File: src/rtl/uart_pkg.sv
// uart_pkg: shared types and constants for the UART blocks.
//   uart_state_e    - transmitter FSM state encoding
//   PAR_NONE/EVEN/ODD - parity-mode selector values
//   CLKDIV_DEFAULT  - clk cycles per bit for 50 MHz / 115200 baud
//   parity_bit()    - parity of a data word for a given mode
package uart_pkg;

    typedef enum logic [2:0] {
        ST_IDLE,
        ST_START,
        ST_DATA,
        ST_PARITY,
        ST_STOP
    } uart_state_e;

    localparam int unsigned PAR_NONE = 0;
    localparam int unsigned PAR_EVEN = 1;
    localparam int unsigned PAR_ODD  = 2;

    localparam int unsigned CLKDIV_DEFAULT = 434;

    // Data narrower than 9 bits is zero-extended by the caller, which does
    // not change the XOR reduction.
    function automatic logic parity_bit(input logic [8:0] data, input int unsigned mode);
        logic p;
        p = ^data;
        return (mode == PAR_ODD) ? ~p : p;
    endfunction

endpackage

File: src/rtl/uart_baud_gen.sv
// uart_baud_gen: reloadable bit-period down-counter.
//   clk_i   - system clock
//   rst_i   - asynchronous active-high reset (counter cleared to 0)
//   reload  - load CLKDIV-1 on the next edge (start of a new bit)
//   bit_end - high while the count is 0, i.e. in the last cycle of a bit
module uart_baud_gen #(
    parameter int unsigned CLKDIV = 434
) (
    input  logic clk_i,
    input  logic rst_i,
    input  logic reload,
    output logic bit_end
);

    localparam int unsigned CW = (CLKDIV > 2) ? $clog2(CLKDIV) : 1;
    localparam logic [CW-1:0] RELOAD_VAL = CW'(CLKDIV - 1);

    logic [CW-1:0] cnt_q;
    logic [CW-1:0] cnt_d;

    always_comb begin
        cnt_d = cnt_q;
        if (reload) begin
            cnt_d = RELOAD_VAL;
        end else if (cnt_q != '0) begin
            cnt_d = cnt_q - 1'b1;
        end
    end

    always_ff @(posedge clk_i or posedge rst_i) begin
        if (rst_i) begin
            cnt_q <= '0;
        end else begin
            cnt_q <= cnt_d;
        end
    end

    assign bit_end = (cnt_q == '0);

endmodule

File: src/rtl/uart_tx.sv
// uart_tx: serial transmitter draining a FIFO, LSB-first async frames.
//   clk_i      - system clock
//   rst_i      - asynchronous active-high reset
//   fifo_empty - FIFO empty flag
//   fifo_data  - FIFO head word (valid while !fifo_empty)
//   fifo_pop   - one-cycle pop strobe, one per frame
//   txd        - serial line, idle high (registered)
//   busy       - high while a frame is in progress (registered)
module uart_tx
    import uart_pkg::*;
#(
    parameter int unsigned DWIDTH   = 8,
    parameter int unsigned CLKDIV   = CLKDIV_DEFAULT,
    parameter int unsigned PARITY   = PAR_NONE,
    parameter int unsigned STOPBITS = 1
) (
    input  logic              clk_i,
    input  logic              rst_i,
    input  logic              fifo_empty,
    input  logic [DWIDTH-1:0] fifo_data,
    output logic              fifo_pop,
    output logic              txd,
    output logic              busy
);

    localparam logic [3:0] LAST_DATA = 4'(DWIDTH - 1);
    localparam logic [3:0] LAST_STOP = 4'(STOPBITS - 1);

    uart_state_e       state_q, state_d;
    logic [DWIDTH-1:0] shift_q, shift_d;
    logic              par_q, par_d;
    logic [3:0]        bit_cnt_q, bit_cnt_d;
    logic              txd_q, txd_d;
    logic              busy_q, busy_d;
    logic              reload;
    logic              bit_end;
    logic              last_stop;

    uart_baud_gen #(
        .CLKDIV(CLKDIV)
    ) u_baud (
        .clk_i  (clk_i),
        .rst_i  (rst_i),
        .reload (reload),
        .bit_end(bit_end)
    );

    always_comb begin
        state_d   = state_q;
        shift_d   = shift_q;
        par_d     = par_q;
        bit_cnt_d = bit_cnt_q;
        reload    = 1'b0;
        txd_d     = 1'b1;

        last_stop = (state_q == ST_STOP) && (bit_cnt_q == LAST_STOP) && bit_end;
        fifo_pop  = !fifo_empty && ((state_q == ST_IDLE) || last_stop);

        case (state_q)
            ST_IDLE: begin
            end
            ST_START: begin
                if (bit_end) begin
                    state_d   = ST_DATA;
                    bit_cnt_d = '0;
                    reload    = 1'b1;
                end
            end
            ST_DATA: begin
                if (bit_end) begin
                    shift_d = {1'b0, shift_q[DWIDTH-1:1]};
                    reload  = 1'b1;
                    if (bit_cnt_q == LAST_DATA) begin
                        state_d   = (PARITY != PAR_NONE) ? ST_PARITY : ST_STOP;
                        bit_cnt_d = '0;
                    end else begin
                        bit_cnt_d = bit_cnt_q + 1'b1;
                    end
                end
            end
            ST_PARITY: begin
                if (bit_end) begin
                    state_d   = ST_STOP;
                    bit_cnt_d = '0;
                    reload    = 1'b1;
                end
            end
            ST_STOP: begin
                if (bit_end) begin
                    if (bit_cnt_q == LAST_STOP) begin
                        state_d = ST_IDLE;
                    end else begin
                        bit_cnt_d = bit_cnt_q + 1'b1;
                        reload    = 1'b1;
                    end
                end
            end
            default: begin
                state_d = ST_IDLE;
            end
        endcase

        // A pop overrides the per-state transition: it either starts a frame
        // from idle or chains the next frame straight after the last stop bit.
        if (fifo_pop) begin
            shift_d   = fifo_data;
            par_d     = parity_bit(9'(fifo_data), PARITY);
            state_d   = ST_START;
            bit_cnt_d = '0;
            reload    = 1'b1;
        end

        // txd is registered from the next state so the line changes on the
        // same edge the FSM enters each bit.
        case (state_d)
            ST_START:  txd_d = 1'b0;
            ST_DATA:   txd_d = shift_d[0];
            ST_PARITY: txd_d = par_d;
            default:   txd_d = 1'b1;
        endcase

        busy_d = (state_d != ST_IDLE);
    end

    always_ff @(posedge clk_i or posedge rst_i) begin
        if (rst_i) begin
            state_q   <= ST_IDLE;
            shift_q   <= '0;
            par_q     <= 1'b0;
            bit_cnt_q <= '0;
            txd_q     <= 1'b1;
            busy_q    <= 1'b0;
        end else begin
            state_q   <= state_d;
            shift_q   <= shift_d;
            par_q     <= par_d;
            bit_cnt_q <= bit_cnt_d;
            txd_q     <= txd_d;
            busy_q    <= busy_d;
        end
    end

    assign txd  = txd_q;
    assign busy = busy_q;

endmodule
File: config.mk
export PLATFORM = sky130hd
export DESIGN_NAME = uart_tx
export DESIGN_NICKNAME = d
export VERILOG_FILES = /design/src/rtl/uart_pkg.sv /design/src/rtl/uart_baud_gen.sv /design/src/rtl/uart_tx.sv
export SDC_FILE = /design/constraint.sdc
export NUM_CORES = 1
export LEC_CHECK = 0
export BUFFER_PORTS_ARGS = -buffer_cell sky130_fd_sc_hd__buf_2
export CAP_MARGIN = 20
export CORE_UTILIZATION = 50
export DETAILED_ROUTE_END_ITERATION = 7
export HOLD_SLACK_MARGIN = 0.12
export PLACE_DENSITY = 0.69
export SLEW_MARGIN = 10
export SYNTH_ARGS = -nofsm -noshare
export SYNTH_HDL_FRONTEND = slang
export SYNTH_SLANG_ARGS = --single-unit
File: constraint.sdc
create_clock -name clk_i -period 4.75 [get_ports clk_i]
set_input_delay 0.2375 -clock clk_i [delete_from_list [all_inputs] [get_ports clk_i]]
set_output_delay 0.2375 -clock clk_i [all_outputs]
set_load 0.005 [all_outputs]
==> metrics.md, run 1 <==
| Metric | Value |
|---|---|
| FFs w/ async S/R, synth | 100% |
| Critical Path AT | 2.37 ns |
| CP startpoint kind | register |
| Post-Syn Area | 0.00157 sq mm |
| Std cell rows | 19 |
| Metal1 wirelength | 1.52 mm |
| Post-Synthesis Cells | 163 |
| DR WL met3 | 74 microns |
| Synth Area in Simple Gates | 21.5% |
| Number of global-route vias before repair | 1,167 |
| WP data required | 4.51 ns |
| Min Hold Slack | 0.141 ns |
| Synth top area cells | dfrtp_1 42%, xnor2_1 4.5%, nand2_1 4.1% |
| Sequential cell area fraction in the yosys report | 43.2% |
| Post-synth top area cell | dfrtp_1 |
| Post-synth top area share | 41.5% |
| R2r worst-path depth | 8 |
| Area grow syn2layout | 8.30% |
| I/O pin count | 14 |
| Setup Skew | 0.0132 ns |
| Avg Vias per Cell | 5.85 |
| Initial core utilization | 55.0% |
| Post-DP HPWL | 2.17 mm |
| Post-CTS Setup Inserts | 0 |
| Adder-Cell Fraction of Synth Area | 3.19% |
| Max-Cap Viols | 0 |
| Max rail drop VDD | 0.000253 V |
| Chip Width | 58.0 microns |
| Nets | 195 |
| Xor/xnor cell area share of the yosys netlist | 5.03% |
| Hold Crit Depth | 3 |
| RSZ-0062 raised after global routing | no |
| DIE HEIGHT | 58.0 microns |
| Fmax | 384 MHz |
| Most frequently used flop master after synthesis | dfrtp_1 |
| Yosys reg bits | 27 |
| GRT Total Usage | 20.4% |
| Met2 WL | 1.40 mm |
| Setup TNS | 0 ns |
| First-pass GRT wire length | 5.27 mm |
| Synth cell types | 50 |
| Final wirelength | 3.03 mm |
| Antenna Cells | 0 |
| Leakage | 0.738 nW |
| CTS tree | yes |
| CTS root buf | clkbuf_4 |
| Fillers | 264 |
| Slew Limit Fails | 0 |
| ANT nets after route | 0 |
| Later-pin clock latency in the skew report | 0.33 ns |
| Mapped Nets | 178 |
| Remaining Overflow, GRT | 0 |
| Synth Area in Compound Gates | 20.0% |
| Vias | 1,229 |
| Port Buf Inserts | 13 |
| Share of layout cells above drive strength 1 | 16.2% |
| Crit Path Category | reg -> out |
| Drt drc | 0 |
| Worst min-delay path class | in -> reg |
| Final Cycle Share | 54.8% |
| Fin crit period | 2.60 ns |
| CP Max Fanout | 21 |
| Crit end category | output port |
| Longest Clk Path Bufs | 2 |
| Status | completed |
| H-Tree Depth | 1 |
| Least-Margin Pin Slew | 0.555 ns |
| CTS clock-pin slew for the worst setup and hold paths | 0.16 ns |
| Wire length per cell | 14.4 microns |
| # clock sinks | 27 |
| Number of flops mapped to enable cells by yosys | 0 |
| Final Hold Fails | 0 |
| PD cells | 359 mW/mm^2 |
| Largest net degree at the start of global routing | 28 |
| DR top layer | met4 |
| Synth Warn # | 0 |
| Drt initial violations | 56 |
| DIE AREA | 0.00336 sq mm |
| Overall power | 0.000610 W |
| Max-slew headroom | 62.7% |
| GP Congestion | 0.905 |
| Post-synthesis mux area share | 1.92% |
| Antenna violations before repair | 0 |
| CTS Buf Count | 3 |
| Iteration count of the initial detailed-routing pass | 4 |
| Setup violations, final | 0 |
| Syn Area/Cell | 9.62 sq um |
| Largest family of logic cells by synthesized area | simple AND/OR/NAND/NOR gates |
| Total core area | 0.00285 sq mm |
==> cells in the mapped netlist (2+ instances only) <==
master    count
dfrtp_1      26
nand2_1      17
nor2_1       15
a21oi_1      10
inv_1         9
xnor2_1       8
nand3_1       7
o21ai_0       7
a21o_1        6
a22o_1        6
ha_1          4
mux2i_1       3
a31oi_1       2
nand2b_1      2
nand3b_1      2
nor3_1        2
nor3b_1       2
nor4_1        2
o32ai_1       2
==> routing by layer <==
layer,vias to the layer above,GRT usage [%]
li1,618,-
met1,586,28.0
met2,21,33.5
met3,4,2.68
met4,0,7.14
met5,-,0
==> critical path, stage by stage, from the launching register on <==
cell and delay [ns]:
dfrtp_1 0.43, inv_1 0.12, ha_1 0.19, or4b_4 0.51
o31ai_4 0.35, nand2_4 0.13, clkinv_4 0.16, buf_2 0.14
==> layout make-up <==
class                           instances  area (sq um)  share of cell area, %
Inverter                               10          42.5                   2.51
Timing Repair Buffer                   15           103                   6.04
Clock buffer                            3          22.5                   1.33
Multi-Input combinational cell        123           810                   47.7
Clock inverter                          1          5.00                  0.295
Tap cell                               31          38.8                   2.28
Sequential cell                        27           677                   39.9
==> flip-flops by register name (all words and copies together) (netlist names) <==
signal / cells
bit_cnt_q: 4
busy: 1
par_q: 1
shift_q: 8
state_q: 3
txd: 1
u_baud.cnt_q: 9
==> through the flow <==
| step | cell area (sq um) | cells | utilization (%) | worst slack (ns) |
|---|---|---|---|---|
| floorplan | 1570 | 163 | - | 2.68 |
| global placement | 1630 | 204 | 57.2 | 2.45 |
| detailed placement | 1630 | 204 | 57.2 | 2.44 |
| CTS | 1660 | 208 | 58.2 | 2.14 |
| global route | 1700 | 210 | 59.5 | 2.02 |
| finish | 1700 | 210 | 59.5 | 2.15 |
==> cells by family (layout without fill, tap and decap cells) <==
logic type | Yosys count | after routing
and+or+nand+nor | 63 | 63
xor gates and xnor gates | 9 | 9
adders and majority gates | 4 | 4
buffers and inverters | 13 | 29
AOI/OAI and AO/OA | 44 | 44
DFF | 27 | 27
muxes | 3 | 3
==> report_power, final <==
group	internal [W]	switching, W
Clock	0.0000317	0.0000704
Combinational	0.0000838	0.0000843
Sequential	0.000283	0.0000570
Total	0.000398	0.000212
==> cells in the final DEF (no fill, tap or decap), types with 4 or more instances in the layout <==
cell,synthesis,layout
o21ai_0,7,7
a22o_1,6,6
inv_1,9,9
xnor2_1,8,8
nand3_1,7,7
a21oi_1,10,10
a21o_1,6,6
ha_1,4,4
nor2_1,15,15
dfrtp_1,26,26
buf_2,0,13
nand2_1,17,17
==> path summary, 6_finish.rpt <==
check	slack, ns	end	start
worst max-delay path	2.15	fifo_pop	u_baud.cnt_q[0]
worst min-delay path	0.14	shift_q[7]	fifo_data[7]
worst max register to register	2.42	shift_q[6]	u_baud.cnt_q[0]
worst min register to register	0.50	par_q	par_q
max in group asynchronous	3.79	txd	rst_i
min in group asynchronous	0.43	u_baud.cnt_q[2]	rst_i
==> repair_timing <==
action | in CTS | in global routing
hold buffers | 0 | 1
resized for setup | 0 | 0
hold endpoints to repair | 0 | 8
No activity file was read; power rests on OpenSTA's default activity.
==> inputs of run 2 (changes only) <==
clock period = 2.5 ns   (was 4.75 ns; I/O delays follow)
==> run 2 against run 1 <==
Net effect: critical path depth did not move; clock skew decreased by 0.011 ns; register-to-register slack worse by 2.2 ns; clock power is 85% higher; sequential cell count unchanged; hold slack worse by 0.0097 ns; utilization is 1.9 points higher; critical endpoint unchanged; worst setup slack got worse by 2.0 ns; via count rose by 4.6%; sequential power increased by 91%.
==> metrics.md, run 2 (synthesis gave the netlist of run 1 again) <==
| Metric | Value |
|---|---|
| Antenna Cells | 0 |
| Least-Margin Pin Slew | 0.491 ns |
| Std cell rows | 19 |
| Multi-input gate area | 810 sq um |
| Chip Width | 58.0 microns |
| GP Congestion | 0.855 |
| RSZ-0062 raised after global routing | no |
| Drt initial violations | 53 |
| Vias | 1,285 |
| Critical Path AT | 2.23 ns |
| DIE HEIGHT | 58.0 microns |
| DR WL met3 | 74 microns |
| CP Max Fanout | 21 |
| Largest regs | u_baud.cnt_q (9), shift_q (8), bit_cnt_q (4) |
| Slew Limit Fails | 0 |
| Final wirelength | 3.20 mm |
| Setup violations, final | 0 |
| Remaining Overflow, GRT | 0 |
| First-pass GRT wire length | 5.50 mm |
| Crit Path Category | reg -> out |
| Share of layout cells above drive strength 1 | 16.2% |
| GRT Total Usage | 21.3% |
| CTS Buf Count | 3 |
| CP startpoint kind | register |
| Drt drc | 0 |
| CTS clock-pin slew for the worst setup and hold paths | 0.14 ns |
| Largest net degree at the start of global routing | 28 |
| Design Area, Final | 0.00175 sq mm |
| Setup Skew | 0.00220 ns |
| PD cells | 668 mW/mm^2 |
| Area grow syn2layout | 11.7% |
| DR top layer | met4 |
| Crit end category | output port |
| Final Hold Fails | 0 |
| Leakage | 0.762 nW |
| Dpl cell area | 0.00164 sq mm |
| Fillers | 244 |
| Post-CTS sizing | 0 |
| Setup TNS | 0 ns |
| DIE AREA | 0.00336 sq mm |
| Most flops, register | u_baud.cnt_q |
| Max reg flops | 9 |
| Nets | 201 |
| Number of global-route vias before repair | 1,258 |
| Commonest cells after routing, fill and taps aside | 26 x dfrtp_1, 17 x nand2_1, 15 x nor2_1 |
| I/O pin count | 14 |
| # clock sinks | 27 |
| Worst min-delay path class | in -> reg |
| Final Cycle Share | 94.3% |
| Longest Clk Path Bufs | 2 |
| Sequential cell area | 677 sq um |
| Post-DP HPWL | 2.29 mm |
| Total core area | 0.00285 sq mm |
| Avg Vias per Cell | 5.95 |
| Port Buf Inserts | 13 |
| WP data required | 2.38 ns |
| CTS tree | yes |
| Max rail drop VDD | 0.000394 V |
| Min Hold Slack | 0.131 ns |
| Max-slew headroom | 67.1% |
| Metal1 wirelength | 1.50 mm |
| Fmax | 424 MHz |
| Status | completed |
| Wire length per cell | 14.8 microns |
| Antenna violations before repair | 0 |
| Commonest non-fill, non-tap cell in the layout | dfrtp_1 |
| CTS root buf | clkbuf_4 |
| ANT nets after route | 0 |
| Initial core utilization | 55.0% |
| Iteration count of the initial detailed-routing pass | 4 |
| Fin crit period | 2.36 ns |
| H-Tree Depth | 1 |
| Met2 WL | 1.58 mm |
| Later-pin clock latency in the skew report | 0.32 ns |
| Max-Cap Viols | 0 |
[run 2: layout make-up]
| type | count | area share (%) |
|---|---|---|
| tap | 31 | 2.21 |
| inverter | 10 | 2.43 |
| sequential | 27 | 38.6 |
| multi-input combinational | 123 | 46.2 |
| timing repair buffer | 21 | 9.00 |
| clock buffer | 4 | 1.50 |
[run 2: report_power, final]
group | switching (W) | internal (W)
sequential | 0.000111 | 0.000538
clock | 0.000127 | 0.0000625
combinational | 0.000167 | 0.000165
[run 2: per-stage QoR]
stage	power (W)	util [%]	cells	setup slack (ns)
after floorplan	0.000884	-	163	0.503
after global placement	0.000958	57.5	205	0.289
after detailed placement	0.000975	57.5	205	0.234
after CTS	0.00117	60.2	214	0.0411
after global routing	0.00125	61.4	216	0.0110
final	0.00117	61.4	216	0.142
[run 2: what timing repair did]
item,CTS,global route
setup buffers,0,1
hold buffers,5,0
endpoints found under the setup margin,0,1
hold endpoints to repair,30,0
[run 2: worst max-delay path: stages, from the launching register on]
cell and delay [ns]:
dfrtp_1 0.45, inv_1 0.07, ha_1 0.14, or3b_2 0.52, o31ai_4 0.32, nand2_4 0.11
clkinv_4 0.16, buf_2 0.14
[run 2: path summary, 6_finish.rpt]
| check | startpoint | endpoint | slack [ns] | depth (start not counted) |
|---|---|---|---|---|
| max in group asynchronous | rst_i | txd | 1.64 | 4 |
| worst max register to register | u_baud.cnt_q[0] | txd | 0.19 | 7 |
| worst min-delay path | fifo_data[1] | shift_q[1] | 0.13 | 3 |
| worst max-delay path | bit_cnt_q[0] | fifo_pop | 0.14 | 7 |
| worst min register to register | par_q | par_q | 0.50 | 2 |
| min in group asynchronous | rst_i | u_baud.cnt_q[2] | 0.33 | 3 |
[run 2: layer usage]
layer,vias up,GRT usage [%]
met5,-,0
met4,0,8.50
met3,8,2.90
met2,24,35.1
met1,624,28.4
li1,629,-
==> inputs of run 3 (changes only) <==
CAP_MARGIN = default   (was 20)
CORE_UTILIZATION = 25   (was 50)
PLACE_DENSITY = default   (was 0.69)
==> run 3 against run 2 <==
Net effect: sequential cell count unchanged; sequential power about the same; first-iteration DRC count increased by 42%; sequential share of layout area decreased by 0.60 points; hold slack got worse by 0.011 ns; cell area increased by 1.6%; largest cell class unchanged; worst setup slack improved by 0.048 ns; power increased by 4.8%; utilization decreased by 32 points; cell count increased by 19%; critical endpoint unchanged; critical path depth unchanged.
==> metrics.md, run 3 (synthesis gave the netlist of run 1 again) <==
| Metric | Value |
|---|---|
| Post-DP HPWL | 2.28 mm |
| DIE HEIGHT | 81.2 microns |
| CTS root buf | clkbuf_8 |
| Iteration count of the initial detailed-routing pass | 4 |
| Final Cycle Share | 92.4% |
| RSZ-0062 raised after global routing | no |
| ANT nets after route | 0 |
| H-Tree Depth | 1 |
| Area grow syn2layout | 13.5% |
| Final Hold Fails | 0 |
| Status | completed |
| CTS Buf Count | 3 |
| GRT Total Usage | 10.8% |
| Longest Clk Path Bufs | 2 |
| Largest net degree at the start of global routing | 28 |
| Drt initial violations | 75 |
| Largest regs | u_baud.cnt_q (9), shift_q (8), bit_cnt_q (4) |
| Wire length per cell | 11.9 microns |
| CTS clock-pin slew for the worst setup and hold paths | 0.10 ns |
| Nets | 197 |
| CTS tree | yes |
| Crit path depth | 7 |
| Most flops, register | u_baud.cnt_q |
| Max rail drop VDD | 0.000256 V |
| Initial core utilization | 26.2% |
| Setup Skew | 0.00561 ns |
| Commonest cells after routing, fill and taps aside | 26 x dfrtp_1, 16 x nand2_1, 14 x nor2_1 |
| Max-slew headroom | 33.9% |
| Worst-path cell chain | inv_1 -> ha_1 -> or3b_2 -> o31ai_4 -> nand2_4 -> inv_8 -> buf_2 |
| Slew Limit Fails | 0 |
| Total core area | 0.00599 sq mm |
| Setup violations, final | 0 |
| Hold Crit Depth | 3 |
| Later-pin clock latency in the skew report | 0.28 ns |
| PD cells | 690 mW/mm^2 |
| WP data required | 2.38 ns |
| Max reg flops | 9 |
| Reg-to-reg slack, setup | 0.29 ns |
| CP Max Fanout | 21 |
| Vias | 1,243 |
| CP startpoint kind | register |
| First-pass GRT wire length | 5.49 mm |
| Port Buf Inserts | 13 |
| Antenna Cells | 0 |
| Crit Path Category | reg -> out |
| Std cell rows | 28 |
| Avg Vias per Cell | 4.86 |
| Setup TNS | 0 ns |
| Fmax | 433 MHz |
| R2r worst-path depth | 8 |
| Commonest non-fill, non-tap cell in the layout | dfrtp_1 |
| I/O pin count | 14 |
| Bufs and invs on worst path | 3 |
| CP max stage delay | 0.51 ns |
| CP max-delay cell | or3b_2 |
| # clock sinks | 27 |
| Remaining Overflow, GRT | 0 |
| Chip Width | 81.2 microns |
| Critical Path AT | 2.19 ns |
| Leakage | 0.746 nW |
| Post-CTS Setup Inserts | 0 |
| Share of layout cells above drive strength 1 | 17.7% |
| Critical path's top delay family | simple AND/OR/NAND/NOR gates |
| DIE AREA | 0.00659 sq mm |
| GP Congestion | 0.738 |
| Least-Margin Pin Slew | 0.990 ns |
| Antenna violations before repair | 0 |
| Fin crit period | 2.31 ns |
| Max-Cap Viols | 0 |
| Worst min-delay path class | in -> reg |
| Crit end category | output port |
| Drt drc | 0 |
| Number of global-route vias before repair | 1,186 |
| Final wirelength | 3.05 mm |
| Final design utilization | 29.7% |
## run 3: layout make-up
class,instances,area (sq um)
fillers,630,4210
flip-flops and latches,27,677
well taps,75,93.8
clock buffers,3,41.3
multi-input cells,123,815
repair buffers,17,100
inverters,10,45.0
clock inverters,1,7.51
## run 3: path summary, 6_finish.rpt
check	startpoint	endpoint
setup / recovery	bit_cnt_q[0]	fifo_pop
hold / removal	fifo_data[0]	shift_q[0]
setup reg to reg	bit_cnt_q[0]	shift_q[2]
hold reg to reg	shift_q[6]	shift_q[6]
max in group asynchronous	rst_i	txd
min in group asynchronous	rst_i	shift_q[5]
## run 3: worst min-delay path, stage by stage
cell,delay (ns)
buf_2,0.11
nor2_1,0.09
a21oi_1,0.04
## run 3: power by group
part,total (W),internal [W],switching [W]
Clock,0.000261,0.000114,0.000148
Combinational,0.000317,0.000157,0.000160
Sequential,0.000649,0.000538,0.000111
Total,0.00123,0.000808,0.000419
## run 3: routing by layer
metal / up-vias / GRT usage, % / part of all wire (%)
met5: - / 0 / 0
met4: 0 / 4.64 / 1.4
met3: 5 / 1.80 / 2.7
met2: 16 / 17.6 / 46
met1: 601 / 14.0 / 50
li1: 621 / - / -
## run 3: metrics by stage
step | std cells | total power (W) | hold slack, ns | area [sq um] | setup slack (ns)
finish | 256 | 0.00123 | 0.119 | 1780 | 0.190
global route | 256 | 0.00132 | 0.137 | 1780 | 0.0231
CTS | 256 | 0.00124 | 0.122 | 1770 | 0.103
detailed placement | 250 | 0.000970 | 0.372 | 1700 | 0.233
global placement | 250 | 0.000965 | 0.375 | 1700 | 0.275
floorplan | 163 | 0.000884 | 0.177 | 1570 | 0.503
## run 3: timing repair
action / CTS / global route
hold buffers: 2 / 0
endpoints found under the setup margin: 0 / 5
gates resized for setup: 0 / 3
hold endpoints to repair: 23 / 0
